[config.mk]
export PLATFORM = sky130hd
export DESIGN_NAME = alu_sequencer_flat
export DESIGN_NICKNAME = d
export VERILOG_FILES = /design/src/rtl/alu_sequencer_if.sv /design/src/rtl/alu_sequencer.sv /design/src/flat_wrapper.sv
export SDC_FILE = /design/constraint.sdc
export NUM_CORES = 1
export LEC_CHECK = 0
export ABC_AREA = 1
export ABC_CLOCK_PERIOD_IN_PS = 1800
export BUFFER_PORTS_ARGS = -buffer_cell sky130_fd_sc_hd__buf_2
export CAP_MARGIN = 20
export CORE_AREA = 2 2 75 77
export DETAILED_ROUTE_END_ITERATION = 8
export DIE_AREA = 0 0 77 79
export PLACE_DENSITY = 0.76
export SLEW_MARGIN = 10
export SYNTH_ARGS = -nofsm -noshare
export SYNTH_HDL_FRONTEND = slang
export SYNTH_SLANG_ARGS = --single-unit
[constraint.sdc]
create_clock -name clk -period 1.8 [get_ports clk]
set_input_delay 0.36 -clock clk [delete_from_list [all_inputs] [get_ports clk]]
set_output_delay 0.36 -clock clk [all_outputs]
set_load 0.02 [all_outputs]
[src/rtl/alu_sequencer_if.sv]
// Command/response handshake plus the registered ALU operand bus between the
// sequencer (slave) and its environment (master: command source, ALU, consumer).
interface alu_sequencer_if #(
  parameter int CNT_W = 16
);
  logic             cmd_valid;
  logic             cmd_ready;
  logic [2:0]       cmd_op;
  logic [7:0]       cmd_a;
  logic [7:0]       cmd_b;
  logic             flag_clr;
  logic [7:0]       alu_a;
  logic [7:0]       alu_b;
  logic [2:0]       alu_op;
  logic             alu_cin;
  logic [7:0]       alu_c;
  logic             alu_cout;
  logic             alu_alarger;
  logic             alu_equal;
  logic             alu_zero;
  logic             rsp_valid;
  logic             rsp_ready;
  logic [7:0]       rsp_data;
  logic [3:0]       flags;
  logic             busy;
  logic [CNT_W-1:0] op_count;

  modport master (
    output cmd_valid, cmd_op, cmd_a, cmd_b, flag_clr, rsp_ready,
           alu_c, alu_cout, alu_alarger, alu_equal, alu_zero,
    input  cmd_ready, alu_a, alu_b, alu_op, alu_cin,
           rsp_valid, rsp_data, flags, busy, op_count
  );

  modport slave (
    input  cmd_valid, cmd_op, cmd_a, cmd_b, flag_clr, rsp_ready,
           alu_c, alu_cout, alu_alarger, alu_equal, alu_zero,
    output cmd_ready, alu_a, alu_b, alu_op, alu_cin,
           rsp_valid, rsp_data, flags, busy, op_count
  );
endinterface

[src/rtl/alu_sequencer.sv]
// Four-state sequencer: latch a command onto the ALU operand bus, wait one
// settle cycle, capture result and flags, then hold the response until taken.
module alu_sequencer #(
  parameter int USE_FLAG_CARRY = 1,
  parameter int CNT_W          = 16
) (
  input  logic          clk,
  input  logic          reset_n,
  alu_sequencer_if.slave bus
);
  typedef enum logic [1:0] {
    IDLE  = 2'd0,
    SETUP = 2'd1,
    EXEC  = 2'd2,
    RESP  = 2'd3
  } state_t;

  localparam logic [CNT_W-1:0] CNT_MAX = '1;
  localparam logic [CNT_W-1:0] CNT_ONE = CNT_W'(1);

  state_t           r_state;
  logic             r_cmd_ready;
  logic             r_rsp_valid;
  logic             r_busy;
  logic [7:0]       r_alu_a;
  logic [7:0]       r_alu_b;
  logic [2:0]       r_alu_op;
  logic             r_alu_cin;
  logic [7:0]       r_rsp_data;
  logic [3:0]       r_flags;
  logic [CNT_W-1:0] r_op_count;

  logic             w_accept;
  logic             w_flag_clr;
  logic             w_cin;

  assign w_accept   = bus.cmd_valid && (r_state == IDLE);
  assign w_flag_clr = bus.flag_clr && ((r_state == IDLE) || (r_state == RESP));
  // A clear arriving with the command wins over the stored carry.
  assign w_cin      = (USE_FLAG_CARRY != 0) && !w_flag_clr && r_flags[3];

  always_ff @(posedge clk or negedge reset_n) begin
    if (!reset_n) begin
      r_state     <= IDLE;
      r_cmd_ready <= 1'b1;
      r_rsp_valid <= 1'b0;
      r_busy      <= 1'b0;
      r_alu_a     <= '0;
      r_alu_b     <= '0;
      r_alu_op    <= '0;
      r_alu_cin   <= 1'b0;
      r_rsp_data  <= '0;
      r_flags     <= '0;
      r_op_count  <= '0;
    end else begin
      if (w_flag_clr) begin
        r_flags <= '0;
      end
      case (r_state)
        IDLE: begin
          if (w_accept) begin
            r_alu_a     <= bus.cmd_a;
            r_alu_b     <= bus.cmd_b;
            r_alu_op    <= bus.cmd_op;
            r_alu_cin   <= w_cin;
            r_cmd_ready <= 1'b0;
            r_busy      <= 1'b1;
            r_state     <= SETUP;
          end
        end
        SETUP: begin
          r_state <= EXEC;
        end
        EXEC: begin
          r_rsp_data  <= bus.alu_c;
          r_flags     <= {bus.alu_cout, bus.alu_alarger, bus.alu_equal, bus.alu_zero};
          r_rsp_valid <= 1'b1;
          r_state     <= RESP;
        end
        RESP: begin
          if (bus.rsp_ready) begin
            r_rsp_valid <= 1'b0;
            r_cmd_ready <= 1'b1;
            r_busy      <= 1'b0;
            r_state     <= IDLE;
            if (r_op_count != CNT_MAX) begin
              r_op_count <= r_op_count + CNT_ONE;
            end
          end
        end
        default: begin
          r_rsp_valid <= 1'b0;
          r_cmd_ready <= 1'b1;
          r_busy      <= 1'b0;
          r_state     <= IDLE;
        end
      endcase
    end
  end

  assign bus.cmd_ready = r_cmd_ready;
  assign bus.rsp_valid = r_rsp_valid;
  assign bus.busy      = r_busy;
  assign bus.alu_a     = r_alu_a;
  assign bus.alu_b     = r_alu_b;
  assign bus.alu_op    = r_alu_op;
  assign bus.alu_cin   = r_alu_cin;
  assign bus.rsp_data  = r_rsp_data;
  assign bus.flags     = r_flags;
  assign bus.op_count  = r_op_count;

endmodule

[src/flat_wrapper.sv]
// flat-port wrapper written by rule: the top's interface ports become plain ports
module alu_sequencer_flat 
#(
  parameter int USE_FLAG_CARRY = 1,
  parameter int CNT_W          = 16
)
  (clk, reset_n, bus_cmd_valid, bus_cmd_op, bus_cmd_a, bus_cmd_b, bus_flag_clr, bus_rsp_ready, bus_alu_c, bus_alu_cout, bus_alu_alarger, bus_alu_equal, bus_alu_zero, bus_cmd_ready, bus_alu_a, bus_alu_b, bus_alu_op, bus_alu_cin, bus_rsp_valid, bus_rsp_data, bus_flags, bus_busy, bus_op_count);
  alu_sequencer_if #(.CNT_W(CNT_W)) bus_i ();
  input  logic clk;
  input  logic reset_n;
  input wire logic [$bits(bus_i.cmd_valid)-1:0] bus_cmd_valid;
  input wire logic [$bits(bus_i.cmd_op)-1:0] bus_cmd_op;
  input wire logic [$bits(bus_i.cmd_a)-1:0] bus_cmd_a;
  input wire logic [$bits(bus_i.cmd_b)-1:0] bus_cmd_b;
  input wire logic [$bits(bus_i.flag_clr)-1:0] bus_flag_clr;
  input wire logic [$bits(bus_i.rsp_ready)-1:0] bus_rsp_ready;
  input wire logic [$bits(bus_i.alu_c)-1:0] bus_alu_c;
  input wire logic [$bits(bus_i.alu_cout)-1:0] bus_alu_cout;
  input wire logic [$bits(bus_i.alu_alarger)-1:0] bus_alu_alarger;
  input wire logic [$bits(bus_i.alu_equal)-1:0] bus_alu_equal;
  input wire logic [$bits(bus_i.alu_zero)-1:0] bus_alu_zero;
  output wire logic [$bits(bus_i.cmd_ready)-1:0] bus_cmd_ready;
  output wire logic [$bits(bus_i.alu_a)-1:0] bus_alu_a;
  output wire logic [$bits(bus_i.alu_b)-1:0] bus_alu_b;
  output wire logic [$bits(bus_i.alu_op)-1:0] bus_alu_op;
  output wire logic [$bits(bus_i.alu_cin)-1:0] bus_alu_cin;
  output wire logic [$bits(bus_i.rsp_valid)-1:0] bus_rsp_valid;
  output wire logic [$bits(bus_i.rsp_data)-1:0] bus_rsp_data;
  output wire logic [$bits(bus_i.flags)-1:0] bus_flags;
  output wire logic [$bits(bus_i.busy)-1:0] bus_busy;
  output wire logic [$bits(bus_i.op_count)-1:0] bus_op_count;
  assign bus_i.cmd_valid = bus_cmd_valid;
  assign bus_i.cmd_op = bus_cmd_op;
  assign bus_i.cmd_a = bus_cmd_a;
  assign bus_i.cmd_b = bus_cmd_b;
  assign bus_i.flag_clr = bus_flag_clr;
  assign bus_i.rsp_ready = bus_rsp_ready;
  assign bus_i.alu_c = bus_alu_c;
  assign bus_i.alu_cout = bus_alu_cout;
  assign bus_i.alu_alarger = bus_alu_alarger;
  assign bus_i.alu_equal = bus_alu_equal;
  assign bus_i.alu_zero = bus_alu_zero;
  assign bus_cmd_ready = bus_i.cmd_ready;
  assign bus_alu_a = bus_i.alu_a;
  assign bus_alu_b = bus_i.alu_b;
  assign bus_alu_op = bus_i.alu_op;
  assign bus_alu_cin = bus_i.alu_cin;
  assign bus_rsp_valid = bus_i.rsp_valid;
  assign bus_rsp_data = bus_i.rsp_data;
  assign bus_flags = bus_i.flags;
  assign bus_busy = bus_i.busy;
  assign bus_op_count = bus_i.op_count;
  alu_sequencer #(.USE_FLAG_CARRY(USE_FLAG_CARRY), .CNT_W(CNT_W)) u_core (.clk(clk), .reset_n(reset_n), .bus(bus_i));
endmodule
==> flow_summary.yaml <==
outcome:
  status: "complete, no violations"
clock_network:
  root_buffer: "clkbuf_8"
  cts-resized-gates: 0
  htreeDepth: 2
  cts-root-to-sink-buffers: 2
  cts_tree: "built"
  clk_pin_slew_ns: 0.10
  insertion_delay_ns: 0.31
  cts_sinks: 53
  numCtsBuffers: 5
drt:
  drtIter0Drc: 143
  detail_route.vias_per_cell: 4.75
  wl_met3_um: 390
  wl_um: 5210
  top_layer_used: "met4"
  drc_errors: 0
  wirelength_met1_um: 2280
  wire_per_inst_um: 11.0
  vias: 2240
  dr_wl_met2_um: 2460
  first_pass_iters: 4
  ant_nets: 0
placement:
  numPortBuffers: 86
  gp_congestion: 0.852
  dp_hpwl_um: 3970
  placed_area_mm2: 0.00302
timing:
  slew_headroom_pct: 67.8
  period_minus_slack_ns: 1.61
  setup_violations: 0
  fin_crit_sh_pct: 89.6
  finalHoldViolCount: 0
  fin_skew_ns: 0.0104
  worst_pin_slew_ns: 0.478
  maxSlewViolCount: 0
  fmax_ghz: 0.620
  rsz0062_at_grt: "false"
  fin_tns_setup_ns: 0
power:
  p_clk_share_pct: 14.1
  p_leak_uw: 0.00176
  peakVddDrop_v: 0.000799
  combPwrFrac_pct: 44.9
  seqPwrFrac_pct: 40.9
  power.internal_uw: 2620
  power_density_mw_per_mm2: 1490
  p_total_uw: 4660
  switchingPower_uw: 2040
  swShare_pct: 43.8
worst_setup_path:
  worstSetupStartpointType: "flop"
  worstSetupPathType: "reg -> reg"
  worst-path-max-fanout: 20
  worstPathRequired_ns: 1.97
  crit_arrival_ns: 1.79
  cp-end-kind: "flop"
die:
  start_util_pct: 46.3
  die_w_um: 77
  fp.dieH_um: 79
  core_area_mm2: 0.00534
  dieArea_mm2: 0.00608
  row_count: 27
  pin_count: 87
logic_synthesis:
  syn_area_mm2: 0.00247
  synth_nets: 345
  syn_avg_cell_area_um2: 8.11
  synth.distinct_cells: 23
  ys_seq_elements: 53
  synth_cells: 305
  seq_area_frac_synth_pct: 53.7
  synth_warnings: 0
cells_and_area:
  post-route-util_pct: 58.4
  fin_area_mm2: 0.00312
  diodes: 0
  final_nets: 439
  area_growth_syn_to_layout_pct: 26.1
  drive_gt1_share_pct: 28.7
global_routing:
  grt_use_total_pct: 18.5
  grt_max_degree: 23
  antenna_found_initial: 0
  grt_pass1_vias: 2099
  grt_overflow: 0
  grt_pass1_wl_um: 9210
job:
  maxCapViolCount: 0
hold_path:
  hp-class: "in -> reg"
==> layout by cell type, fill, tap and decap left out <==
cell	synthesis	layout
nand3b_1	4	4
clkbuf_8	0	5
buf_2	0	86
o21ai_0	3	3
xnor2_1	2	2
nand3_1	13	13
nand2_4	2	2
nand2_2	5	5
nor2_1	14	14
ha_1	4	4
buf_4	0	7
dfrtp_1	52	52
nand2_1	155	155
o21ai_1	3	3
a21oi_1	3	3
dlygate4sd3_1	0	1
o21ai_4	1	1
inv_1	19	19
o21bai_1	1	1
inv_2	2	2
xor2_1	3	3
nand4_1	6	6
clkbuf_1	6	1
clkinvlp_4	0	2
dfstp_2	1	1
nor2_4	3	3
nor3_1	1	1
buf_12	0	1
==> power groups by stage <==
stage	Clock, uW	Combinational [uW]	Sequential [uW]
after global placement	0	2080	1920
after floorplan	0	939	2420
after global routing	730	2350	1960
final	658	2090	1910
after detailed placement	0	2130	1920
after CTS	695	2130	1910
==> worst paths after layout <==
path	from	cells past startpoint	slack [ns]	end
setup / recovery	u_core.bus.op_count[0]	7	0.19	u_core.bus.op_count[0]
hold / removal	bus_cmd_b[0]	3	0.24	u_core.bus.alu_b[0]
setup reg to reg	u_core.bus.op_count[0]	7	0.19	u_core.bus.op_count[0]
hold reg to reg	u_core.bus.alu_a[7]	2	0.48	u_core.bus.alu_a[7]
max in group asynchronous	reset_n	3	0.74	u_core.bus.cmd_ready
min in group asynchronous	reset_n	2	0.49	u_core.bus.flags[3]
==> cell type report <==
cell class                      instances  area, um^2
Inverter                               21        78.8
Fill cell                             504        2220
Tap cell                               72        90.1
Clock buffer                            6        72.6
Clock inverter                          2        15.0
Multi-Input combinational cell        223        1020
Timing Repair Buffer                   95         513
Sequential cell                        53        1330
==> Yosys cell counts, drive strengths merged <==
| cell | instances | area (um^2) |
|---|---|---|
| o21ai | 7 | 46.3 |
| inv | 21 | 78.8 |
| xor2 | 3 | 26.3 |
| xnor2 | 2 | 17.5 |
| nand4 | 6 | 37.5 |
| buf | 2 | 22.5 |
| dfrtp | 52 | 1300 |
| a21oi | 3 | 15.0 |
| ha | 4 | 50.1 |
| nor3 | 1 | 5.00 |
| o21bai | 1 | 7.51 |
| dfstp | 1 | 26.3 |
| nor2 | 17 | 86.3 |
| nand3 | 13 | 65.1 |
| nand3b | 4 | 30.0 |
| nand2 | 162 | 636 |
| clkbuf | 6 | 22.5 |
==> cells by family (layout without fill, tap and decap cells) <==
logic type / count (synthesis) / count (layout) / synth area share, %
buffers and inverters: 29 / 124 / 5.01
AND/OR/NAND/NOR: 203 / 203 / 34.7
flip-flops: 53 / 53 / 53.7
AO/OA/AOI/OAI: 11 / 11 / 2.78
adder cells (fa/ha/maj): 4 / 4 / 2.02
XOR/XNOR: 5 / 5 / 1.77
==> what timing repair did <==
item,CTS,global route
endpoints found under the hold margin,11,0
endpoints found under the setup margin,0,0
setup buffers,0,0
hold buffers,1,0
==> critical path, stage by stage (launching register included) <==
cell,delay (ns)
dfrtp_1,0.40
ha_1,0.23
nand2_2,0.09
nor2_4,0.16
nand2_4,0.09
nand2_2,0.07
nand2_2,0.22
xor2_1,0.22
==> routing by layer <==
| metal | global-route usage [%] | vias to the layer above |
|---|---|---|
| li1 | - | 1130 |
| met1 | 23.0 | 1013 |
| met2 | 31.8 | 87 |
| met3 | 4.77 | 10 |
| met4 | 6.07 | 0 |
| met5 | 0 | - |
==> registers in the layout (all words and copies together), names as in the netlist <==
| name | count |
|---|---|
| u_core.bus.busy | 1 |
| u_core.bus.alu_a | 8 |
| u_core.bus.alu_b | 8 |
| u_core.bus.rsp_valid | 1 |
| u_core.bus.alu_cin | 1 |
| u_core.r_state | 2 |
| u_core.bus.op_count | 16 |
| u_core.bus.alu_op | 3 |
| u_core.bus.flags | 4 |
| u_core.bus.cmd_ready | 1 |
| u_core.bus.rsp_data | 8 |
==> per-stage QoR <==
| stage | std cells | worst slack (ns) | hold WS [ns] |
|---|---|---|---|
| final | 472 | 0.188 | 0.243 |
| after global routing | 472 | 0.0105 | 0.237 |
| after CTS | 472 | 0.177 | 0.230 |
| after detailed placement | 463 | 0.194 | 0.284 |
| after global placement | 463 | 0.221 | 0.286 |
| after floorplan | 305 | 0.246 | 0.0644 |
No activity file was read; power rests on OpenSTA's default activity.
